===== src/rtl/freq_div_prog_if.sv =====
// Control and status bundle for the programmable clock divider.
// The master side owns enable and divisor loading; the slave side is the divider.
interface freq_div_prog_if #(
  parameter int WIDTH = 16
);
  logic             en;
  logic [WIDTH-1:0] div_val;
  logic             div_load;
  logic             out_clk;
  logic             tick;
  logic [WIDTH-1:0] div_act;
  logic             upd_pend;
  logic             div_err;

  modport master (
    output en, div_val, div_load,
    input  out_clk, tick, div_act, upd_pend, div_err
  );

  modport slave (
    input  en, div_val, div_load,
    output out_clk, tick, div_act, upd_pend, div_err
  );
endinterface


===== src/rtl/freq_div_prog.sv =====
// Runtime-programmable integer clock divider.
// Odd divisors reach 50% duty by OR-ing the period flop with a negedge copy of itself.
// A newly loaded divisor only takes effect at a period wrap (or while stopped),
// so out_clk never produces a runt pulse.
//
// state   | meaning
// ST_IDLE | stopped; counter cleared, out_clk low, pending divisor applied each cycle
// ST_RUN  | counting 0..div_act-1; out_clk high for the first half of the period
module freq_div_prog #(
  parameter int WIDTH       = 16,
  parameter int DEFAULT_DIV = 4
) (
  input logic            orgin_clk,
  input logic            reset_n,
  freq_div_prog_if.slave bus
);

  typedef enum logic {
    ST_IDLE = 1'b0,
    ST_RUN  = 1'b1
  } state_t;

  localparam logic [WIDTH-1:0] LP_DEF = WIDTH'(DEFAULT_DIV);
  localparam logic [WIDTH-1:0] LP_ONE = WIDTH'(1);
  localparam logic [WIDTH-1:0] LP_TWO = WIDTH'(2);

  state_t           r_state;
  state_t           w_state_nxt;
  logic [WIDTH-1:0] r_cnt;
  logic [WIDTH-1:0] w_cnt_nxt;
  logic [WIDTH-1:0] w_cnt_step;
  logic [WIDTH-1:0] w_half;
  logic             r_pos;
  logic             w_pos_nxt;
  logic             r_neg;
  logic             r_tick;
  logic             w_tick_nxt;
  logic [WIDTH-1:0] r_div_act;
  logic [WIDTH-1:0] r_div_pend;
  logic [WIDTH-1:0] w_div_req;
  logic             r_upd_pend;
  logic             r_div_err;
  logic             w_wrap;
  logic             w_apply;
  logic             w_bad_val;

  // H is derived from the divisor in effect; it only changes at a wrap.
  assign w_half     = r_div_act >> 1;
  assign w_wrap     = (r_cnt == (r_div_act - LP_ONE));
  assign w_cnt_step = w_wrap ? '0 : (r_cnt + LP_ONE);
  // While stopped the counter sits at 0, so applying there is also runt-free.
  assign w_apply    = (r_state == ST_IDLE) || w_wrap;
  assign w_bad_val  = (bus.div_val < LP_TWO);
  assign w_div_req  = w_bad_val ? LP_TWO : bus.div_val;

  // Next-state and next-counter decode for the run/stop sequencer.
  always_comb begin
    w_state_nxt = r_state;
    w_cnt_nxt   = r_cnt;
    w_pos_nxt   = r_pos;
    w_tick_nxt  = 1'b0;
    if (!bus.en) begin
      w_state_nxt = ST_IDLE;
      w_cnt_nxt   = '0;
      w_pos_nxt   = 1'b0;
    end else if (r_state == ST_IDLE) begin
      w_state_nxt = ST_RUN;
      w_cnt_nxt   = '0;
      w_pos_nxt   = 1'b1;
      w_tick_nxt  = 1'b1;
    end else begin
      w_cnt_nxt   = w_cnt_step;
      w_pos_nxt   = (w_cnt_step < w_half);
      w_tick_nxt  = (w_cnt_step == '0);
    end
  end

  // State, period counter, high-phase flop and tick registers.
  always_ff @(posedge orgin_clk or negedge reset_n) begin
    if (!reset_n) begin
      r_state <= ST_IDLE;
      r_cnt   <= '0;
      r_pos   <= 1'b0;
      r_tick  <= 1'b0;
    end else begin
      r_state <= w_state_nxt;
      r_cnt   <= w_cnt_nxt;
      r_pos   <= w_pos_nxt;
      r_tick  <= w_tick_nxt;
    end
  end

  // Divisor load/apply; a load in the apply cycle stays pending (load wins).
  always_ff @(posedge orgin_clk or negedge reset_n) begin
    if (!reset_n) begin
      r_div_act  <= LP_DEF;
      r_div_pend <= LP_DEF;
      r_upd_pend <= 1'b0;
      r_div_err  <= 1'b0;
    end else begin
      r_div_err <= bus.div_load && w_bad_val;
      if (w_apply) begin
        r_div_act  <= r_div_pend;
        r_upd_pend <= 1'b0;
      end
      if (bus.div_load) begin
        r_div_pend <= w_div_req;
        r_upd_pend <= 1'b1;
      end
    end
  end

  // Half-cycle delayed copy of the high-phase flop, used to stretch odd periods.
  always_ff @(negedge orgin_clk or negedge reset_n) begin
    if (!reset_n) begin
      r_neg <= 1'b0;
    end else begin
      r_neg <= r_pos;
    end
  end

  assign bus.out_clk  = r_div_act[0] ? (r_pos | r_neg) : r_pos;
  assign bus.tick     = r_tick;
  assign bus.div_act  = r_div_act;
  assign bus.upd_pend = r_upd_pend;
  assign bus.div_err  = r_div_err;

endmodule


===== src/flat_wrapper.sv =====
// flat-port wrapper written by rule: the top's interface ports become plain ports
module freq_div_prog_flat 
#(
  parameter int WIDTH       = 16,
  parameter int DEFAULT_DIV = 4
)
  (orgin_clk, reset_n, bus_en, bus_div_val, bus_div_load, bus_out_clk, bus_tick, bus_div_act, bus_upd_pend, bus_div_err);
  freq_div_prog_if #(.WIDTH(WIDTH)) bus_i ();
  input logic orgin_clk;
  input logic reset_n;
  input wire logic [$bits(bus_i.en)-1:0] bus_en;
  input wire logic [$bits(bus_i.div_val)-1:0] bus_div_val;
  input wire logic [$bits(bus_i.div_load)-1:0] bus_div_load;
  output wire logic [$bits(bus_i.out_clk)-1:0] bus_out_clk;
  output wire logic [$bits(bus_i.tick)-1:0] bus_tick;
  output wire logic [$bits(bus_i.div_act)-1:0] bus_div_act;
  output wire logic [$bits(bus_i.upd_pend)-1:0] bus_upd_pend;
  output wire logic [$bits(bus_i.div_err)-1:0] bus_div_err;
  assign bus_i.en = bus_en;
  assign bus_i.div_val = bus_div_val;
  assign bus_i.div_load = bus_div_load;
  assign bus_out_clk = bus_i.out_clk;
  assign bus_tick = bus_i.tick;
  assign bus_div_act = bus_i.div_act;
  assign bus_upd_pend = bus_i.upd_pend;
  assign bus_div_err = bus_i.div_err;
  freq_div_prog #(.WIDTH(WIDTH), .DEFAULT_DIV(DEFAULT_DIV)) u_core (.orgin_clk(orgin_clk), .reset_n(reset_n), .bus(bus_i));
endmodule

===== config.mk =====
export PLATFORM = sky130hd
export DESIGN_NAME = freq_div_prog_flat
export DESIGN_NICKNAME = d
export VERILOG_FILES = /design/src/rtl/freq_div_prog_if.sv /design/src/rtl/freq_div_prog.sv /design/src/flat_wrapper.sv
export SDC_FILE = /design/constraint.sdc
export NUM_CORES = 1
export LEC_CHECK = 0
export ABC_AREA = 1
export CORE_MARGIN = 8
export CORE_UTILIZATION = 51
export CTS_CLUSTER_DIAMETER = 40
export DETAILED_ROUTE_END_ITERATION = 6
export PLACE_DENSITY_LB_ADDON = 0.3
export RECOVER_POWER = 50
export SETUP_SLACK_MARGIN = 0.5
export SKIP_CTS_REPAIR_TIMING = 1
export SLEW_MARGIN = 15
export SYNTH_ARGS = -nofsm -noshare
export SYNTH_HDL_FRONTEND = slang
export SYNTH_SLANG_ARGS = --single-unit

===== constraint.sdc =====
create_clock -name orgin_clk -period 8.8 [get_ports orgin_clk]
set_input_delay 0.88 -clock orgin_clk [delete_from_list [all_inputs] [get_ports orgin_clk]]
set_output_delay 0.88 -clock orgin_clk [all_outputs]
set_load 0.02 [all_outputs]

==> impl_metrics.yaml <==
clock_tree:
  cts.sinks: 54
  cts.htree.levels: 2
  cts-root-buf: "clkbuf_8"
  worstSkewPairLatency_ps: 310
  clk_pin_slew_ps: 90
  cts_tree: "done"
  numCtsBuffers: 5
  cts_buffer_depth: 2
critical_path:
  critical_path_buf_inv_count: 1
  cp_top_family: "buffers and inverters"
  worstReg2RegStart: "u_core.r_pos$_DFF_PN0_"
  critPathMaxFanout: 1
  cpMaxStageDelayCell: "clkdlybuf4s50_1"
  rr_endpoint: "u_core.r_neg$_DFF_NN0_"
  reg2reg_slack_ps: 3860
  crit_path_start: "u_core.r_neg$_DFF_NN0_"
  crit_type: "reg2out"
  crit_required_ps: 7920
  slowest_delay_ps: 600
  cp.arrival_ps: 5800
  end_kind: "primary output"
  crit_chain: "a21o_1 > clkdlybuf4s50_1"
  cp-start-kind: "flop"
  reg2regPathDepth: 0
final_layout:
  layout_common_cells: "nand2_1 (154), inv_1 (68), nor2_1 (51), dfrtp_1 (51), clkdlybuf4s50_1 (28)"
  syn2layout_area_growth_pct: 16.28
  fin_area_um2: 3968
  final_cells: 596
  n_antenna_cell: 0
  final_util: 0.5972
  finalNetCount: 551
  mostFrequentLayoutCell: "nand2_1"
  final_layout_size_suffix_gt1_frac: 0.06783
synthesis:
  ys_types: 34
  netlist_instances: 476
  synth_area_um2: 3412
  avgSynthCellArea_um2: 7.168
  netlist.area_leader.share: 0.3740
  synth.net_count: 512
  ys_warn_count: 0
  ys_seq_area_frac: 0.3968
  synth-seq-cells: 54
  async_flop_share: 1.000
  synth_edf_count: 0
  synth_top_cell_by_area: "dfrtp_1"
  synthTopCellsByArea: "dfrtp_1 (37%), nand2_1 (17%), inv_1 (7.5%)"
  synth_ff_type: "dfrtp_1"
die:
  dieHeight_um: 97.80
  start_util: 0.5136
  rows: 30
  dieArea_um2: 9564
  design.core.area_um2: 6644
  die_w_um: 97.80
  ioPinCount: 40
sta:
  worst_pin_slew_ps: 856.7
  fin_skew_ps: 7.362
  hold_viol: 0
  maxSlewHeadroom: 0.4275
  drv_slew: 0
  finalSetupViolations: 0
  fin_hold_ws_ps: 467.6
  final.setup.worst_slack_ps: 2118
  grt_setup_unrepaired: "no"
  fin_tns_setup_ps: 0
global_route:
  grt_max_degree: 55
  grt.total_usage: 0.1658
  antenna_found_initial: 0
  gr-total-overflow: 0
  grt_pass1_vias: 2935
  grt_pass1_wl_um: 13280
placed_design:
  dp_cells: 588
  io_buffers: 39
  dp_hpwl_um: 6068
  dpl_cell_area_um2: 3866
  dp_slack_ps: 2436
  finalWeightedCongestion: 0.9064
pwr:
  p_leak_nw: 2.131
  pwr_density_cell_nw_per_um2: 146.5
  power_mw: 0.5812
  peakVddDrop_mv: 0.1017
drt:
  drt-pass1-iter-count: 4
  via_per_inst: 5.015
  first_iter_violations: 105
  antenna_left: 0
  wl_per_cell_um: 12.83
  drc: 0
  routed_wl_um: 7645
  vias: 2989
min_path:
  worstHoldEndpoint: "u_core.r_div_pend[2]$_DFFE_PN1P_"
  min_from: "u_core.r_div_pend[2]$_DFFE_PN1P_"
  holdCritPathClass: "reg2reg"
  min_path_cells: 2
job:
  drv_cap: 0
status:
  status: "finished, final reports clean"
==> logic make-up (layout without fill, tap and decap cells) <==
| group | Yosys count | in the layout | synth area share |
|---|---|---|---|
| adder cells (fa/ha/maj) | 16 | 16 | 0.05867 |
| flip-flops | 54 | 54 | 0.3968 |
| AO/OA/AOI/OAI | 36 | 36 | 0.05721 |
| AND/OR/NAND/NOR | 269 | 269 | 0.3443 |
| buffers and inverters | 81 | 121 | 0.09167 |
| XOR/XNOR | 20 | 20 | 0.05134 |
==> how the worst max path moves through the flow <==
stage               depth (start not counted)          end  slack, ps
finish                                      2  bus_out_clk       2120
global route                                2  bus_out_clk       2080
CTS                                         2  bus_out_clk       2100
detailed placement                          2  bus_out_clk       2440
global placement                            2  bus_out_clk       2460
floorplan                                   1  bus_out_clk       2950
==> per-layer routing <==
layer,vias up,track usage,share of wire
met3,8,0.02774,0.042
li1,1552,-,-
met1,1366,0.2122,0.48
met5,-,0,0
met2,63,0.2799,0.46
met4,0,0.04676,0.014
==> cell usage after synthesis, drive strengths merged, types with 2 or more instances <==
library cell and count:
nor3 8, ha 16, nor2 58, dfrtp 51, inv 72, nand3b 3
nor4 5, dfstp 2, o21ai 24, buf 2, clkbuf 6, a21oi 8
nand4 6, nand3 30, or2 2, xor2 14, nand2 157, xnor2 6
==> layout make-up <==
cell class | count | area, um2
fill | 629 | 2676
multi-input combinational | 341 | 1738
sequential | 54 | 1354
timing repair buffer | 40 | 392.9
inverter | 73 | 274.0
tap | 80 | 100.1
clock buffer | 5 | 68.82
clock inverter | 3 | 40.04
==> flip-flops by register name, summed over array words and instances, names as in the netlist <==
signal / count
u_core.bus.tick: 1
u_core.r_pos: 1
u_core.bus.div_err: 1
u_core.bus.div_act: 16
u_core.r_cnt: 16
u_core.r_div_pend: 16
u_core.r_neg: 1
u_core.bus.upd_pend: 1
u_core.r_state: 1
==> power breakdown <==
part	internal (mW)	switching, mW
Clock	0.0838	0.0781
Combinational	0.0544	0.0815
Sequential	0.265	0.0182
Total	0.403	0.178
(Power assumes the default switching activity.)
